**src/rtl/trig_buffer_pkg.sv**
```systemverilog
// trig_buffer_pkg: shared constants and types for the trigger stream buffer.
// Optional statistics counters are enabled by defining TRIG_BUFFER_STATS_EN.
package trig_buffer_pkg;

    localparam int DEPTH_DEF      = 16;
    localparam int DATA_WIDTH_DEF = 32;
    localparam int HOLDOFF_DEF    = 16;

    localparam int ACC_CNT_W  = 32;
    localparam int DROP_CNT_W = 16;

    typedef enum logic [1:0] {
        NONE,
        RUNRST,
        HOLDOFF,
        OVERFLOW
    } drop_cause_e;

    function automatic logic [DROP_CNT_W-1:0] sat_inc(
        input logic [DROP_CNT_W-1:0] v
    );
        return (&v) ? v : v + DROP_CNT_W'(1);
    endfunction

endpackage

```
**src/rtl/trig_buffer_fifo.sv**
```systemverilog
// trig_buffer_fifo: word storage with pointers, level and a first-word
// fall-through output register; level includes the output register.
module trig_buffer_fifo #(
    parameter int DEPTH      = 16,
    parameter int DATA_WIDTH = 32,
    parameter int LVL_W      = $clog2(DEPTH) + 1
) (
    input  logic                  clk_i,
    input  logic                  rst_ni,
    input  logic                  flush_i,
    input  logic                  push_i,
    input  logic [DATA_WIDTH-1:0] wdata_i,
    output logic [DATA_WIDTH-1:0] rdata_o,
    output logic                  valid_o,
    input  logic                  ready_i,
    output logic [LVL_W-1:0]      level_o
);

    localparam int AW = $clog2(DEPTH);

    logic [DATA_WIDTH-1:0] mem_q [DEPTH];

    logic [AW-1:0]         wr_ptr_q, wr_ptr_d;
    logic [AW-1:0]         rd_ptr_q, rd_ptr_d;
    logic [LVL_W-1:0]      level_q, level_d;
    logic                  valid_q, valid_d;
    logic [DATA_WIDTH-1:0] data_q, data_d;

    logic             pop;
    logic             load;
    logic [LVL_W-1:0] ram_cnt;

    // Words still in RAM are those not yet moved into the output register.
    assign pop     = valid_q & ready_i;
    assign ram_cnt = level_q - LVL_W'(valid_q);
    assign load    = (ram_cnt != '0) & (~valid_q | pop);

    // Storage write; contents need no reset.
    always_ff @(posedge clk_i) begin
        if (push_i && !flush_i) begin
            mem_q[wr_ptr_q] <= wdata_i;
        end
    end

    // Next-state for pointers, level and the output register.
    always_comb begin
        wr_ptr_d = wr_ptr_q;
        rd_ptr_d = rd_ptr_q;
        level_d  = level_q;
        valid_d  = valid_q;
        data_d   = data_q;
        if (flush_i) begin
            wr_ptr_d = '0;
            rd_ptr_d = '0;
            level_d  = '0;
            valid_d  = 1'b0;
        end else begin
            if (push_i) begin
                wr_ptr_d = wr_ptr_q + AW'(1);
            end
            if (load) begin
                rd_ptr_d = rd_ptr_q + AW'(1);
                valid_d  = 1'b1;
                data_d   = mem_q[rd_ptr_q];
            end else if (pop) begin
                valid_d = 1'b0;
            end
            unique case ({push_i, pop})
                2'b10:   level_d = level_q + LVL_W'(1);
                2'b01:   level_d = level_q - LVL_W'(1);
                default: level_d = level_q;
            endcase
        end
    end

    // State registers.
    always_ff @(posedge clk_i or negedge rst_ni) begin
        if (!rst_ni) begin
            wr_ptr_q <= '0;
            rd_ptr_q <= '0;
            level_q  <= '0;
            valid_q  <= 1'b0;
            data_q   <= '0;
        end else begin
            wr_ptr_q <= wr_ptr_d;
            rd_ptr_q <= rd_ptr_d;
            level_q  <= level_d;
            valid_q  <= valid_d;
            data_q   <= data_d;
        end
    end

    assign rdata_o = data_q;
    assign valid_o = valid_q;
    assign level_o = level_q;

endmodule

```
**src/rtl/trig_stream_buffer.sv**
```systemverilog
// trig_stream_buffer: never-stalling trigger intake with holdoff gate,
// elastic buffer and drop statistics (define TRIG_BUFFER_STATS_EN).
module trig_stream_buffer
    import trig_buffer_pkg::*;
#(
    parameter int DEPTH        = DEPTH_DEF,
    parameter int DATA_WIDTH   = DATA_WIDTH_DEF,
    parameter int HOLDOFF_BITS = HOLDOFF_DEF,
    parameter int LVL_W        = $clog2(DEPTH) + 1
) (
    input  logic                    ifclk,
    input  logic                    aresetn,
    input  logic [DATA_WIDTH-1:0]   s_trig_tdata,
    input  logic                    s_trig_tvalid,
    output logic                    s_trig_tready,
    output logic [DATA_WIDTH-1:0]   m_trig_tdata,
    output logic                    m_trig_tvalid,
    input  logic                    m_trig_tready,
    input  logic [HOLDOFF_BITS-1:0] holdoff_i,
    input  logic                    runrst_i,
    output logic [LVL_W-1:0]        level_o,
    output logic [ACC_CNT_W-1:0]    accept_cnt_o,
    output logic [DROP_CNT_W-1:0]   ovf_drop_o,
    output logic [DROP_CNT_W-1:0]   hold_drop_o
);

    logic                    ready_q;
    logic [HOLDOFF_BITS-1:0] hold_q, hold_d;
    logic [LVL_W-1:0]        level;
    logic                    beat;
    logic                    full;
    logic                    push;
    drop_cause_e             cause;

    assign beat = s_trig_tvalid & ready_q;
    assign full = (level == LVL_W'(DEPTH));

    // Classify each beat by drop priority; NONE on a beat means write.
    always_comb begin
        cause = NONE;
        if (beat) begin
            priority case (1'b1)
                runrst_i:         cause = RUNRST;
                (hold_q != '0):   cause = HOLDOFF;
                full:             cause = OVERFLOW;
                default:          cause = NONE;
            endcase
        end
    end

    assign push = beat & (cause == NONE);

    // Holdoff counter reloads on each accepted word, else counts down.
    always_comb begin
        hold_d = hold_q;
        if (runrst_i) begin
            hold_d = '0;
        end else if (push) begin
            hold_d = holdoff_i;
        end else if (hold_q != '0) begin
            hold_d = hold_q - HOLDOFF_BITS'(1);
        end
    end

    // Ready rises on the first edge after reset and stays high.
    always_ff @(posedge ifclk or negedge aresetn) begin
        if (!aresetn) begin
            ready_q <= 1'b0;
            hold_q  <= '0;
        end else begin
            ready_q <= 1'b1;
            hold_q  <= hold_d;
        end
    end

    trig_buffer_fifo #(
        .DEPTH      (DEPTH),
        .DATA_WIDTH (DATA_WIDTH),
        .LVL_W      (LVL_W)
    ) u_fifo (
        .clk_i   (ifclk),
        .rst_ni  (aresetn),
        .flush_i (runrst_i),
        .push_i  (push),
        .wdata_i (s_trig_tdata),
        .rdata_o (m_trig_tdata),
        .valid_o (m_trig_tvalid),
        .ready_i (m_trig_tready),
        .level_o (level)
    );

    assign s_trig_tready = ready_q;
    assign level_o       = level;

`ifdef TRIG_BUFFER_STATS_EN
    logic [ACC_CNT_W-1:0]  acc_q, acc_d;
    logic [DROP_CNT_W-1:0] ovf_q, ovf_d;
    logic [DROP_CNT_W-1:0] hd_q, hd_d;

    // Accept counter wraps; drop counters saturate.
    always_comb begin
        acc_d = acc_q;
        ovf_d = ovf_q;
        hd_d  = hd_q;
        if (runrst_i) begin
            acc_d = '0;
            ovf_d = '0;
            hd_d  = '0;
        end else if (beat) begin
            unique case (cause)
                NONE:     acc_d = acc_q + ACC_CNT_W'(1);
                HOLDOFF:  hd_d  = sat_inc(hd_q);
                OVERFLOW: ovf_d = sat_inc(ovf_q);
                default:  acc_d = acc_q;
            endcase
        end
    end

    // Statistics registers.
    always_ff @(posedge ifclk or negedge aresetn) begin
        if (!aresetn) begin
            acc_q <= '0;
            ovf_q <= '0;
            hd_q  <= '0;
        end else begin
            acc_q <= acc_d;
            ovf_q <= ovf_d;
            hd_q  <= hd_d;
        end
    end

    assign accept_cnt_o = acc_q;
    assign ovf_drop_o   = ovf_q;
    assign hold_drop_o  = hd_q;
`else
    assign accept_cnt_o = '0;
    assign ovf_drop_o   = '0;
    assign hold_drop_o  = '0;
`endif

endmodule

```
**config.mk**
```make
export PLATFORM = sky130hd
export DESIGN_NAME = trig_stream_buffer
export DESIGN_NICKNAME = d
export VERILOG_FILES = /design/src/rtl/trig_buffer_pkg.sv /design/src/rtl/trig_buffer_fifo.sv /design/src/rtl/trig_stream_buffer.sv
export SDC_FILE = /design/constraint.sdc
export NUM_CORES = 1
export LEC_CHECK = 0
export CORE_ASPECT_RATIO = 0.9
export CORE_MARGIN = 2
export CORE_UTILIZATION = 59
export DETAILED_ROUTE_END_ITERATION = 10
export GPL_ROUTABILITY_DRIVEN = 0
export PLACE_DENSITY = 0.8
export REMOVE_ABC_BUFFERS = 1
export SLEW_MARGIN = 20
export SYNTH_ARGS = -nofsm -noshare
export SYNTH_HDL_FRONTEND = slang
export SYNTH_SLANG_ARGS = --single-unit
```
**constraint.sdc**
```tcl
create_clock -name ifclk -period 3.2 [get_ports ifclk]
set_clock_uncertainty 0.1 [all_clocks]
set_input_delay 0.48 -clock ifclk [delete_from_list [all_inputs] [get_ports ifclk]]
set_output_delay 0.48 -clock ifclk [all_outputs]
set_load 0.05 [all_outputs]
```
# After elaboration in Yosys (flattened, before gate mapping)
# Memories as Yosys holds them, arrays and structs flattened. A register that Yosys moved wholly into a read port is not among the register bits.
# Index checks and enable logic that the tools add are counted.
# W data, S select, Z words.
# word_totals
n_memories	1
ramBits	512
output_inout_bits	103
romBits	0
latch_bits	0
ff_bits	31
# classes
n_lt_le_gt_ge	0
reduce_logical	12
n_addsub	6
n_eq_ne	3
multipliers	0
shifts	0
n_mux	18
div_mod_pow	0
bitwise	7
# mem_list
memory	words	word_bits	read_ports	rd_ports_with_merged_regs	write_ports	line_no	source
u_fifo.mem_q	16	32	1	1	1	trig_buffer_fifo.sv:21	logic [DATA_WIDTH-1:0] mem_q [DEPTH];
# ops
operator	count
$mux W16	3
$mux W4	4
$reduce_bool A16 Y1	1
$sub A16 B1 Y16 const B	1
$pmux W5 S2	1
$reduce_bool A3 Y1	3
$add A4 B1 Y4 const B	2
$mux W2	4
$add A5 B1 Y5 const B	1
$eq A5 B5 Y1 const B	1
$mux W1	5
$mux W5	1
$reduce_bool A5 Y1	1
$sub A5 B1 Y5	1
$sub A5 B1 Y5 const B	1
$and A1 B1 Y1	4
$reduce_bool A2 Y1	2
$eq A2 B1 Y1 const B	1
$eq A2 B2 Y1 const B	1
$logic_not A1 Y1	2
$logic_not A2 Y1	1
$not A1 Y1	2
$reduce_and A2 Y1	1
$logic_and A1 B1 Y1	1
$or A1 B1 Y1	1

# Longest topological paths before layout
# Gate-level depths: netlist of run 1.
# logic_depth
ltp_word	10
ltp_mapped	12
mapped_depth_nobuf	11

# Hierarchy
# A second synthesis of run 1 with hierarchy kept.
# hier_totals
cells_unflattened	1142
hier_area_um2	22984.5
# modules_own_cells
mod	seq_area_each_um2	instances	cells_per_inst	area_per_inst_um2
trig_buffer_fifo	16525.8	1	962	21419.3
trig_stream_buffer	425.4	1	180	1565.3

# Worst setup path after synthesis of run 1
# Ideal clock, no wire load.
# synth_timing
path_type	flip-flop to flip-flop
startpoint	register u_fifo.level_q[2], in the netlist u_fifo.level_o[2]
endpoint	memory u_fifo.mem_q[4][0], enable pin
path_buffers	0
stages_incl_launch_ff	6
period_less_slack_ns	3.200
t_arrival_ns	2.708
path_slack_ns	0.000
path_cell_list	dfrtp_1 > nor4_2 > a211o_1 > or2_2 > nor3b_1 > and2_1
# synth_via
elab_chain_len	10
# synth_lines
element	line_no	source
start, declared	trig_buffer_fifo.sv:25	logic [LVL_W-1:0] level_q, level_d;
start signal, assigned	trig_buffer_fifo.sv:87	level_q <= level_d;
$eq A5 B5 Y1	trig_stream_buffer.sv:36	assign full = (level == LVL_W'(DEPTH));
$mux W2 (3 in a row)	trig_stream_buffer.sv:42	priority case (1'b1)
$mux W2	trig_stream_buffer.sv:41	if (beat) begin
$logic_not A2 Y1	trig_stream_buffer.sv:51	assign push = beat & (cause == NONE);
$and A1 B1 Y1	trig_stream_buffer.sv:51	
$logic_and A1 B1 Y1	trig_buffer_fifo.sv:40	if (push_i && !flush_i) begin
$mux W1	trig_buffer_fifo.sv:40	
$mux W1 (not written as such)	trig_buffer_fifo.sv:41	mem_q[wr_ptr_q] <= wdata_i;
end, declared	trig_buffer_fifo.sv:21	
# No other way between the ends.

# Worst setup path after layout of run 1
# layout_timing
startpoint	register hold_q[0]
endpoint	memory u_fifo.mem_q[2][8], enable pin
# layout_via
elab_chain_len	9
# layout_lines
element	line_no	source
start, declared	trig_stream_buffer.sv:28	logic [HOLDOFF_BITS-1:0] hold_q, hold_d;
start signal, assigned	trig_stream_buffer.sv:72	hold_q <= hold_d;
$reduce_bool A16 Y1	trig_stream_buffer.sv:44	(hold_q != '0): cause = HOLDOFF;
$mux W2 (2 in a row)	trig_stream_buffer.sv:42	
$mux W2	trig_stream_buffer.sv:41	
$logic_not A2 Y1	trig_stream_buffer.sv:51	
$and A1 B1 Y1	trig_stream_buffer.sv:51	
$logic_and A1 B1 Y1	trig_buffer_fifo.sv:40	
$mux W1	trig_buffer_fifo.sv:40	
$mux W1 (not written as such)	trig_buffer_fifo.sv:41	
# No other way between the ends.

==> impl_summary.txt, run 1 <==
----------------------------------------------------
[Layout]
  Commonest non-fill, non-tap cell in the layout ... edfxtp_1
  Most used cells in the layout excluding fill and tap cells ... 512 x edfxtp_1, 96 x mux4_2, 90 x clkdlybuf4s50_1, 67 x mux2i_1, 65 x conb_1
  Number of nets in the layout ... 1421
  Final standard cell count with taps included and fillers excluded ... 1929
  Multi-input combinational cell area ... 5480 µm²
  Layout-stage area growth over the synthesis result ... 15.4%
  Fraction of layout instances using a drive strength above 1 ... 19.4%
  Core occupancy in the finished layout ... 69.0%
  Sequential cell area in the final layout ... 17000 µm²
  Final-layout fill cell count ... 2293

[Route]
  Pre-antenna DRT Iters ... 5
  Total wire length ... 52200 µm
  Drt initial violations ... 1426
  Number of DRC violations after detailed routing ... 0
  DR vias/cell ... 6.36
  Via total after detailed routing ... 12.3k
  Routed WL per cell ... 27.1 µm
  Number of antenna-violating nets in the routed design ... 0

[Worst setup path]
  Worst-case register-to-register setup slack ... 200 ps
  Required time worst endpoint ... 3340 ps
  Critical-path maximum fanout ... 22
  Startpoint kind of the worst setup timing path ... register
  Kind of end point of the critical path ... register
  WP data arrival ... 3140 ps
  Critical path class ... reg2reg

[Status]
  Status ... finished, final reports clean

[Clocking]
  H-tree lvl count ... 2
  Clock sink total ... 575
  Library cell used as clock root buffer ... clkbuf_16
  Number of buffers created by CTS ... 53
  CTS clock-pin slew for the worst setup and hold paths ... 60 ps
  Clock tree from TritonCTS ... yes
  Clk Latency, worst-skew pair ... 590 ps
  Number of buffers on the longest clock path ... 3
  Setup repair bufs after CTS ... 0

[Synth]
  Cell taking the most area after synthesis ... edfxtp_1
  Synthesized instance count ... 1215
  Seq cells post-synth ... 575
  Synth top area share ... 67.0%
  Post-synth EDFFs ... 512
  Synthesized area ... 23000 µm²
  Seq/Total Area, Yosys ... 73.8%
  Syn avg cell area ... 18.9 µm²
  Synth cell types ... 55
  Top cells by area in the synthesized netlist ... edfxtp_1 67%, mux4_2 9.4%, dfrtp_1 6.9%
  Yosys synthesis warning count ... 0
  Proportion of synthesized flip-flops having asynchronous set or reset ... 11.0%
  Predominant post-synthesis flop cell ... edfxtp_1

[GRT]
  Number of global-route vias before repair ... 12.2k
  GRT Total Usage ... 26.2%
  Global route total overflow ... 0
  Initial antenna violation count ... 1
  Maximum number of pins on one net before global-route repair ... 100
  First-pass GRT wire length ... 77300 µm

[Pwr]
  Total leakage power ... 0.00890 µW
  Power per Cell Area ... 789 nW/µm²
  Portion of total power attributed to the clock network ... 31.7%
  Logic gate share of total power ... 25.8%
  Internal portion of total power ... 14700 µW
  Part of the power in registers ... 42.5%
  Pwr Total ... 20900 µW
  Switching power of the nets ... 6180 µW
  Sw Ratio ... 29.6%
  Worst IR Drop VDD ... 881 µV

[Placement]
  DP Cell Count ... 1827
  Placed wire-length estimate after detailed placement ... 31400 µm
  Number of I/O port buffers ... 91

[Job]
  Number of max-cap violations ... 0

[Die]
  Std-Cell Core Area ... 38400 µm²
  Number of placement rows ... 68
  Number of top-level pins ... 156
  Initial cell density of the core ... 59.8%
  Floorplan die height ... 191 µm
  Overall die area ... 40500 µm²
  Horizontal die dimension ... 212 µm

[STA]
  Period utilisation layout ... 93.7%
  Setup repair after global routing missed its margin ... no
  Final-report setup violation count ... 0
  Number of pins exceeding their max-slew limit in the final report ... 0
  F_max ... 333 MHz
  Worst slew margin ... 37.2%
  Worst hold margin ... 376 ps
  Total count of hold-check failures in the final report ... 0
  Final critical-path required period ... 3000 ps
  Transition time of the tightest slew-check pin ... 943 ps

[Hold path]
  Path class of the lowest-slack min-delay path ... reg2reg

----------------------------------------------------
==> Yosys cell counts (16+ instances only) <==
master	instances
a211oi_1	40
a21o_1	34
buf_2	27
buf_4	65
clkbuf_1	32
dfrtp_1	63
edfxtp_1	512
mux2i_1	67
mux4_2	96
nand2_1	16
nor2_1	22
o21ai_0	39
o221ai_1	32
o22ai_1	32
==> kinds of logic (layout without fill, tap and decap cells) <==
logic type / after synthesis / after routing / share of synthesized area [%]
other: 2 / 66 / 0.0327
buffers and inverters: 135 / 260 / 3.45
adder cells (fa/ha/maj): 10 / 10 / 0.545
XOR/XNOR: 19 / 19 / 0.725
flip-flops: 575 / 575 / 73.8
AO/OA/AOI/OAI: 200 / 200 / 6.16
AND/OR/NAND/NOR: 109 / 109 / 2.80
multiplexers: 165 / 165 / 12.4
==> state kept, by name, indices dropped and copies added, names as in the netlist <==
signal           cells
u_fifo.wr_ptr_q      4
s_trig_tready        1
u_fifo.level_o       5
u_fifo.rd_ptr_q      4
u_fifo.mem_q       512
u_fifo.rdata_o      32
u_fifo.valid_o       1
hold_q              16
==> what timing repair did <==
action | in CTS | in global routing
hold buffers | 1 | 0
resized for setup | 0 | 0
hold endpoints to repair | 63 | 0
==> power by group through the flow <==
stage	clock [µW]	combinational, µW	sequential [µW]
global placement	0	5240	9010
CTS	6670	5420	8890
finish	6620	5390	8880
floorplan	0	2570	9990
detailed placement	0	5340	9030
global route	6940	5700	8920
==> cell type report <==
type,count,area share [%]
Inverter,7,0.0992
Clock inverter,26,1.28
Sequential cell,575,64.0
Tap cell,525,2.48
Antenna cell,1,0.00945
Multi-Input combinational cell,568,20.7
Timing Repair Buffer,153,5.76
Clock buffer,74,5.66
==> routing by layer <==
layer,track usage (%),vias to the layer above,wire (µm)
li1,-,5118,-
met1,36.4,6265,20000
met2,42.9,758,25900
met3,4.50,119,4660
met4,8.78,2,1700
met5,0,-,13
==> critical path, stage by stage, from the launching register on <==
cell     delay [ps]
dfrtp_1         430
inv_1           130
ha_1            170
nor4b_2         280
nand4_1         240
or2_2           400
nor3_1          300
and2_2          230
buf_4           350
==> stage by stage <==
stage,worst slack (ps),TNS (ps),cell area [µm²]
after floorplan,-3930,-139070,22400
after global placement,295,0,24600
after detailed placement,204,0,24600
after CTS,247,0,26500
after global routing,36.6,0,26500
final,200,0,26500
==> final timing paths <==
| kind | start | endpoint | cells after the start |
|---|---|---|---|
| max in group asynchronous | aresetn | u_fifo.rd_ptr_q[0] | 2 |
| hold reg to reg | u_fifo.rdata_o[1] | u_fifo.rdata_o[1] | 1 |
| hold / removal | u_fifo.rdata_o[1] | u_fifo.rdata_o[1] | 1 |
| setup reg to reg | hold_q[0] | u_fifo.mem_q[2][8] | 8 |
| setup / recovery | hold_q[0] | u_fifo.mem_q[2][8] | 8 |
| min in group asynchronous | aresetn | u_fifo.valid_o | 2 |
Note: power is estimated with default switching activity, not from simulation.
==> run 2, diff against run 1 <==
- clock period: 3.2 -> 2.8 ns (I/O delays scaled with it)
==> run 2 against run 1 <==
- register-to-register slack got worse by 100 ps
- power increased by 12%
- die area unchanged
- via count decreased by 0.38%
- wire length decreased by 3.2%
- non-clock buffer count increased by 8
- flip-flop and latch count unchanged
- sequential share of layout area decreased by 0.55 points
- critical path depth increased by 3
- critical endpoint is now u_fifo.level_o[2]
- largest cell class unchanged
- largest power group unchanged
==> impl_summary.txt, run 2 (synthesized netlist as in run 1, its figures left out) <==
----------------------------------------------------
[GRT]
  GRT Total Usage ... 25.6% (-0.67 points)
  Maximum number of pins on one net before global-route repair ... 63 (-37%)
  First-pass GRT wire length ... 76000 µm (-1.6%)
  Initial antenna violation count ... 1 (unchanged)
  Global route total overflow ... 0 (unchanged)
  Number of global-route vias before repair ... 12.3k (+0.72%)

[Placement]
  Placed wire-length estimate after detailed placement ... 31100 µm (-1.1%)
  Setup WS pre-CTS ... -55.3 ps (-260 ps)
  Number of I/O port buffers ... 91 (unchanged)
  DP Cell Count ... 1833 (+0.33%)

[Job]
  Number of max-cap violations ... 0 (unchanged)

[Worst setup path]
  Reg2reg start ... hold_q[1]
  WP data arrival ... 3090 ps (-50 ps)
  Cells on worst reg2reg path ... 11 (+3)
  Critical-path maximum fanout ... 6 (-73%)
  Required time worst endpoint ... 3190 ps (-150 ps)
  Worst-case register-to-register setup slack ... 100 ps (-100 ps)
  Critical path class ... reg2reg
  FF-to-FF End ... u_fifo.level_o[2]
  Kind of end point of the critical path ... register
  Startpoint kind of the worst setup timing path ... register

[Clocking]
  Number of buffers created by CTS ... 53 (unchanged)
  H-tree lvl count ... 2 (unchanged)
  Clock tree from TritonCTS ... yes
  CTS clock-pin slew for the worst setup and hold paths ... 60 ps (about the same)
  Clk Latency, worst-skew pair ... 580 ps (about the same)
  Clock sink total ... 575 (unchanged)
  Number of buffers on the longest clock path ... 3 (unchanged)
  Library cell used as clock root buffer ... clkbuf_16

[STA]
  Transition time of the tightest slew-check pin ... 893 ps (-49.4 ps)
  Period utilisation layout ... 96.4% (+2.7 points)
  Worst slew margin ... 40.1% (+2.9 points)
  Final-report setup violation count ... 0 (unchanged)
  Number of pins exceeding their max-slew limit in the final report ... 0 (unchanged)
  Final setup TNS ... 0 ps (unchanged)
  Final critical-path required period ... 2700 ps (-300 ps)
  F_max ... 370 MHz (+11%)
  Total count of hold-check failures in the final report ... 0 (unchanged)
  Final worst-path setup slack ... 99.6 ps (-100 ps)

[Layout]
  Commonest non-fill, non-tap cell in the layout ... edfxtp_1
  Number of nets in the layout ... 1429 (+0.56%)
  Layout-stage area growth over the synthesis result ... 16.4%
  Fraction of layout instances using a drive strength above 1 ... 20.0% (+0.61 points)
  Antenna Cells ... 0 (-1)
  Largest Register ... u_fifo.mem_q
  Final standard cell count with taps included and fillers excluded ... 1935 (+0.31%)
  Core occupancy in the finished layout ... 69.6% (+0.59 points)
  Most used cells in the layout excluding fill and tap cells ... 512 x edfxtp_1, 96 x mux4_2, 90 x clkdlybuf4s50_1, 67 x mux2i_1, 65 x conb_1
  Max FFs per register ... 512 (unchanged)

[Hold path]
  Path class of the lowest-slack min-delay path ... in2async

[Die]
  Std-Cell Core Area ... 38400 µm² (unchanged)
  Initial cell density of the core ... 59.8% (unchanged)
  Overall die area ... 40500 µm² (unchanged)
  Number of top-level pins ... 156 (unchanged)
  Number of placement rows ... 68 (unchanged)
  Floorplan die height ... 191 µm (unchanged)
  Horizontal die dimension ... 212 µm (unchanged)

[Pwr]
  Power per Cell Area ... 876 nW/µm² (+11%)
  Total leakage power ... 0.00896 µW (+0.71%)
  Worst IR Drop VDD ... 724 µV (-18%)
  Pwr Total ... 23400 µW (+12%)

[Status]
  Status ... finished, final reports clean

[Route]
  Number of antenna-violating nets in the routed design ... 0 (unchanged)
  DR vias/cell ... 6.31 (-0.68%)
  Routed WL per cell ... 26.1 µm (-3.5%)
  Via total after detailed routing ... 12.2k (-0.38%)
  Drt initial violations ... 1340 (-6.0%)
  Pre-antenna DRT Iters ... 6 (+1)
  Total wire length ... 50600 µm (-3.2%)
  Number of DRC violations after detailed routing ... 0 (unchanged)

----------------------------------------------------
run 2: worst max path at each step:
stage,startpoint,endpoint,cells after the start
2_1_floorplan,u_fifo.rd_ptr_q[0],u_fifo.rdata_o[11],4
3_3_place_gp,s_trig_tvalid,u_fifo.mem_q[4][17],7
3_5_place_dp,s_trig_tvalid,u_fifo.mem_q[4][17],7
4_1_cts,hold_q[0],u_fifo.level_o[2],11
5_1_grt,hold_q[1],u_fifo.level_o[2],11
6_report,hold_q[1],u_fifo.level_o[2],11
run 2: per-layer routing:
metal	routed length [µm]	global-route usage (%)	up-vias
met5	10	0	-
met4	1250	7.45	2
met3	3960	3.66	102
met2	25500	43.0	709
met1	19800	35.4	6275
li1	-	-	5128
run 2: what timing repair did:
item	in CTS	in global routing
hold buffers	1	0
gates resized for setup	0	5
setup endpoints to repair	0	169
setup buffers	0	2
hold endpoints to repair	31	0
run 2: critical path: stages, from the launching register on:
cell and delay (ps):
dfrtp_1 420, inv_1 100, ha_1 150, nor4b_4 230, and4_4 290, a21oi_4 90, xor2_1 160, ha_1 230
or3_1 370, a21oi_1 170, nor3_1 70, nor3b_1 210
run 2: per-stage QoR:
step	cell area [µm²]	hold WS, ps
floorplan	22400	24.4
global placement	24900	307
detailed placement	24900	306
CTS	26700	236
global route	26700	270
finish	26700	228
run 2: power by group:
part	leakage [µW]	internal [µW]	switching, µW	total, µW
Combinational	0.00271	2650	3520	6170
Clock	0.000849	4050	3060	7120
Sequential	0.00540	9720	401	10100
Total	0.00896	16400	6980	23400
run 2: final cells by class:
class,instances,area [µm²]
inverter,7,26.3
clock inverter,30,279
timing repair buffer,161,1840
sequential,575,17000
tap,525,657
clock buffer,69,1460
multi-input combinational,568,5500
fill,2279,11700
